$ cat src/rtl/demux7_frame_rx.sv
// Receive side of a slotted serial link: one bit per slot is gathered into a
// parallel word, with start-of-frame resync, framing-error pulses and a frame counter.
module demux7_frame_rx #(
  parameter int NUM_SLOTS = 7,
  parameter int CNT_W     = 8
) (
  input  logic                 i_clock,
  input  logic                 i_reset,
  input  logic                 i_bit_in,
  input  logic                 i_bit_valid,
  input  logic                 i_sof,
  output logic [2:0]           o_slot_out,
  output logic                 o_busy,
  output logic [NUM_SLOTS-1:0] o_word_out,
  output logic                 o_word_valid,
  output logic                 o_sync_err,
  output logic [CNT_W-1:0]     o_frame_count
);

  localparam logic [2:0] LAST_SLOT = 3'(NUM_SLOTS - 1);

  typedef enum logic {S_IDLE, S_COLLECT} state_t;

  state_t               r_state, w_state_next;
  logic [2:0]           r_slot, w_slot_next;
  // The final slot goes straight into the output word, so only slots 0..N-2 are buffered.
  logic [NUM_SLOTS-2:0] r_shadow, w_shadow_next;
  logic [NUM_SLOTS-1:0] r_word, w_word_next, w_word_cand;
  logic                 r_word_valid, w_word_valid_next;
  logic                 r_sync_err, w_sync_err_next;
  logic [CNT_W-1:0]     r_count, w_count_next;
  logic                 w_load_first, w_write_slot;

  always_comb begin
    w_state_next      = r_state;
    w_slot_next       = r_slot;
    w_word_next       = r_word;
    w_word_valid_next = 1'b0;
    w_sync_err_next   = 1'b0;
    w_count_next      = r_count;
    w_load_first      = 1'b0;
    w_write_slot      = 1'b0;
    if (i_bit_valid) begin
      case (r_state)
        S_IDLE: begin
          if (i_sof) begin
            w_load_first = 1'b1;
            w_slot_next  = 3'd1;
            w_state_next = S_COLLECT;
          end else begin
            w_sync_err_next = 1'b1;
          end
        end
        S_COLLECT: begin
          if (i_sof) begin
            // Early start-of-frame: drop the partial word and restart at slot 1.
            w_sync_err_next = 1'b1;
            w_load_first    = 1'b1;
            w_slot_next     = 3'd1;
          end else if (r_slot == LAST_SLOT) begin
            w_word_next       = w_word_cand;
            w_word_valid_next = 1'b1;
            w_count_next      = r_count + CNT_W'(1);
            w_slot_next       = 3'd0;
            w_state_next      = S_IDLE;
          end else begin
            w_write_slot = 1'b1;
            w_slot_next  = r_slot + 3'd1;
          end
        end
        default: w_state_next = S_IDLE;
      endcase
    end
  end

  genvar gi;
  generate
    for (gi = 0; gi < NUM_SLOTS - 1; gi++) begin : g_shadow
      if (gi == 0) begin : g_first
        assign w_shadow_next[gi] = w_load_first ? i_bit_in : r_shadow[gi];
      end else begin : g_rest
        assign w_shadow_next[gi] = w_load_first ? 1'b0 :
                                   (w_write_slot && r_slot == 3'(gi)) ? i_bit_in :
                                   r_shadow[gi];
      end
    end
  endgenerate

  assign w_word_cand = {i_bit_in, r_shadow};

  always_ff @(posedge i_clock) begin
    if (i_reset) begin
      r_state      <= S_IDLE;
      r_slot       <= 3'd0;
      r_shadow     <= '0;
      r_word       <= '0;
      r_word_valid <= 1'b0;
      r_sync_err   <= 1'b0;
      r_count      <= '0;
    end else begin
      r_state      <= w_state_next;
      r_slot       <= w_slot_next;
      r_shadow     <= w_shadow_next;
      r_word       <= w_word_next;
      r_word_valid <= w_word_valid_next;
      r_sync_err   <= w_sync_err_next;
      r_count      <= w_count_next;
    end
  end

  assign o_slot_out    = r_slot;
  assign o_busy        = (r_state == S_COLLECT);
  assign o_word_out    = r_word;
  assign o_word_valid  = r_word_valid;
  assign o_sync_err    = r_sync_err;
  assign o_frame_count = r_count;

endmodule

$ cat config.mk
export PLATFORM = sky130hd
export DESIGN_NAME = demux7_frame_rx
export DESIGN_NICKNAME = d
export VERILOG_FILES = /design/src/rtl/demux7_frame_rx.sv
export SDC_FILE = /design/constraint.sdc
export NUM_CORES = 1
export LEC_CHECK = 0
export BUFFER_PORTS_ARGS = -buffer_cell sky130_fd_sc_hd__buf_2
export CORE_ASPECT_RATIO = 1.25
export CORE_MARGIN = 2
export CORE_UTILIZATION = 53
export DETAILED_ROUTE_END_ITERATION = 8
export PLACE_DENSITY = 0.77
export SKIP_CTS_REPAIR_TIMING = 1
export SLEW_MARGIN = 10
export SYNTH_ARGS = -nofsm -noshare
export SYNTH_HDL_FRONTEND = slang
export SYNTH_SLANG_ARGS = --single-unit
$ cat constraint.sdc
create_clock -name i_clock -period 1.7 [get_ports i_clock]
set_input_delay 0.17 -clock i_clock [delete_from_list [all_inputs] [get_ports i_clock]]
set_output_delay 0.17 -clock i_clock [all_outputs]
set_load 0.005 [all_outputs]
==> flow_metrics.env <==
export IMPL_cts_tree="done"
export IMPL_synth_seq_cells=27
export IMPL_cts_made_buffers=3
export IMPL_antenna_found_initial=0
export IMPL_avgSynthCellArea_um2=8.750
export IMPL_max_slew_margin_rel=0.6900
export IMPL_clock_sinks=27
export IMPL_power_leakage_nw=0.6312
export IMPL_hold_viol=0
export IMPL_synth_yosys_warnings=0
export IMPL_grt_pass1_wl_um=4485
export IMPL_irDropWorstVdd_mv=0.7892
export IMPL_wl_per_cell_um=14.04
export IMPL_synth_top_area_frac=0.4231
export IMPL_layout_commonest_cell="dfxtp_1"
export IMPL_fp_row_count=19
export IMPL_synth_edff_count=0
export IMPL_async_flop_share=0
export IMPL_critical_path_max_fanout=7
export IMPL_die_h_um=58.89
export IMPL_synthDistinctLibCells=34
export IMPL_rsz0062_at_grt="no"
export IMPL_clockBufferDepth=2
export IMPL_max_freq_mhz=661.7
export IMPL_dp_cells=195
export IMPL_final_setup_tns_ns=0
export IMPL_clockRootBuffer="clkbuf_4"
export IMPL_grtUsageTotal=0.2271
export IMPL_vias_per_cell=5.854
export IMPL_period_minus_slack_ns=1.511
export IMPL_crit_slowest_cell="dfxtp_1"
export IMPL_ys_top_cells_by_area="dfxtp_1, a21oi_1, nand3_1"
export IMPL_drv_slew=0
export IMPL_first_pass_iters=4
export IMPL_grt_overflow_total=0
export IMPL_vias=1165
export IMPL_antenna_cells=0
export IMPL_clkTransAtPathRegs_ns=0.15
export IMPL_worstSetupStartpointType="flop"
export IMPL_min_period_over_period=0.8890
export IMPL_hold_class="in2reg"
export IMPL_ys_seq_area_frac=0.4231
export IMPL_crit_chain="ha_1, nand4_1, nor4_1, mux2_2"
export IMPL_required_ns=1.95
export IMPL_skew_ns=0.002494
export IMPL_arrival_ns=1.76
export IMPL_antenna_left=0
export IMPL_drive_gt1_frac=0.2500
export IMPL_die_w_um=47.91
export IMPL_outcome="finished, final reports clean"
export IMPL_synth_main_ff_cell="dfxtp_1"
export IMPL_seq_area_um2=540.5
export IMPL_io_buffer_count=25
export IMPL_hpwl_um=2014
export IMPL_setup_violations=0
export IMPL_final_cell_mix="dfxtp_1, buf_2, a21oi_1, nand3_1, o21ai_0"
export IMPL_remaining_drc_errors=0
export IMPL_worst_setup_path_type="reg2reg"
export IMPL_grt_max_degree=28
export IMPL_initial_core_util=0.5717
export IMPL_nets=177
export IMPL_maxCapViolations=0
export IMPL_final_cells=199
export IMPL_power_per_cell_area_nw_per_um2=697.0
export IMPL_num_io_pins=26
export IMPL_dieArea_um2=2821
export IMPL_drt_iter0_drc=25
export IMPL_nFillCells=199
export IMPL_synth_nets=154
export IMPL_grt_pass1_vias=1052
export IMPL_area_growth_pct=13.71
export IMPL_synthCells=146
export IMPL_yosysTopAreaCell="dfxtp_1"
export IMPL_synthesis_area_um2=1277
export IMPL_postRouteWirelength_um=2793
export IMPL_place_congestion=0.8484
export IMPL_multiInputGateArea_um2=650.6
export IMPL_slowest_delay_ns=0.46
export IMPL_coreArea_um2=2235
export IMPL_tightestPinTransition_ns=0.4650
export IMPL_clock_latency_ns=0.34
export IMPL_cp_end_kind="flop"
export IMPL_htreeDepth=1
-- Yosys cell counts (2+ instances only) --
master and number:
or4_1 3, nor2_1 7, nand3_1 14, o41ai_1 2, buf_2 6, nor4_1 3
nor3b_1 2, o21ai_0 11, clkbuf_1 5, dfxtp_1 27, inv_1 6, mux2_2 2
mux2i_1 3, ha_1 3, nor2b_1 3, nand4_1 6, nand3b_4 2, nand2_1 6
a21oi_1 18, and3b_1 2, o31ai_1 2
-- metal layers --
metal	vias to the layer above	track usage	part of all wire
met4	0	0.1313	0.022
met1	558	0.2625	0.40
li1	572	-	-
met5	-	0	0
met2	30	0.3714	0.54
met3	5	0.04601	0.040
-- flip-flops by register name, indices dropped and copies added (netlist names) --
| register | cells |
|---|---|
| o_sync_err | 1 |
| o_word_valid | 1 |
| r_shadow | 6 |
| o_slot_out | 3 |
| o_busy | 1 |
| o_word_out | 7 |
| o_frame_count | 8 |
-- power breakdown --
group          switching (W)  internal [W]  total (W)
combinational      0.0000461     0.0000268  0.0000729
sequential        0.00000450      0.000639   0.000644
clock               0.000205     0.0000906   0.000296
-- final timing paths --
path | from | end | slack [ns] | cells past startpoint
worst max-delay path | o_frame_count[0] | o_frame_count[6] | 0.19 | 4
worst min-delay path | i_bit_in | r_shadow[4] | 0.11 | 3
worst max register to register | o_frame_count[0] | o_frame_count[6] | 0.19 | 4
worst min register to register | r_shadow[5] | r_shadow[5] | 0.48 | 2
-- worst max-delay path, delay by kind of cell, from the launching register on --
family / cells / cell delay, ns
and+or+nand+nor: 2 / 0.34
DFF: 1 / 0.46
muxes: 1 / 0.37
adders and majority gates: 1 / 0.25
-- cell type report --
cell class	count	area share
timing repair buffer	31	0.1171
clock buffer	3	0.01550
sequential	27	0.3721
multi-input combinational	100	0.4479
clock inverter	1	0.005168
tap	31	0.02670
inverter	6	0.01550
-- metrics by stage --
step / utilization / total power, W / hold slack, ns / area [um2] / setup slack (ns)
6_report: 0.6501 / 0.001013 / 0.1090 / 1453 / 0.1887
5_1_grt: 0.6501 / 0.001054 / 0.09697 / 1453 / 0.08403
4_1_cts: 0.6501 / 0.001016 / 0.09820 / 1453 / 0.1811
3_5_place_dp: 0.6366 / 0.0007299 / 0.4629 / 1423 / 0.2112
3_3_place_gp: 0.6366 / 0.0007272 / 0.4536 / 1423 / 0.2757
2_1_floorplan: - / 0.0007048 / 0.3157 / 1277 / 0.1999
-- kinds of logic (layout without fill, tap and decap cells) --
group	after synthesis	count (layout)	synth area share
fa+ha+maj	3	3	0.02939
buf+inv	19	41	0.06758
mux	6	6	0.05289
flops	27	27	0.4231
simple gates	54	54	0.2615
compound gates	37	37	0.1655
(Power assumes the default switching activity.)
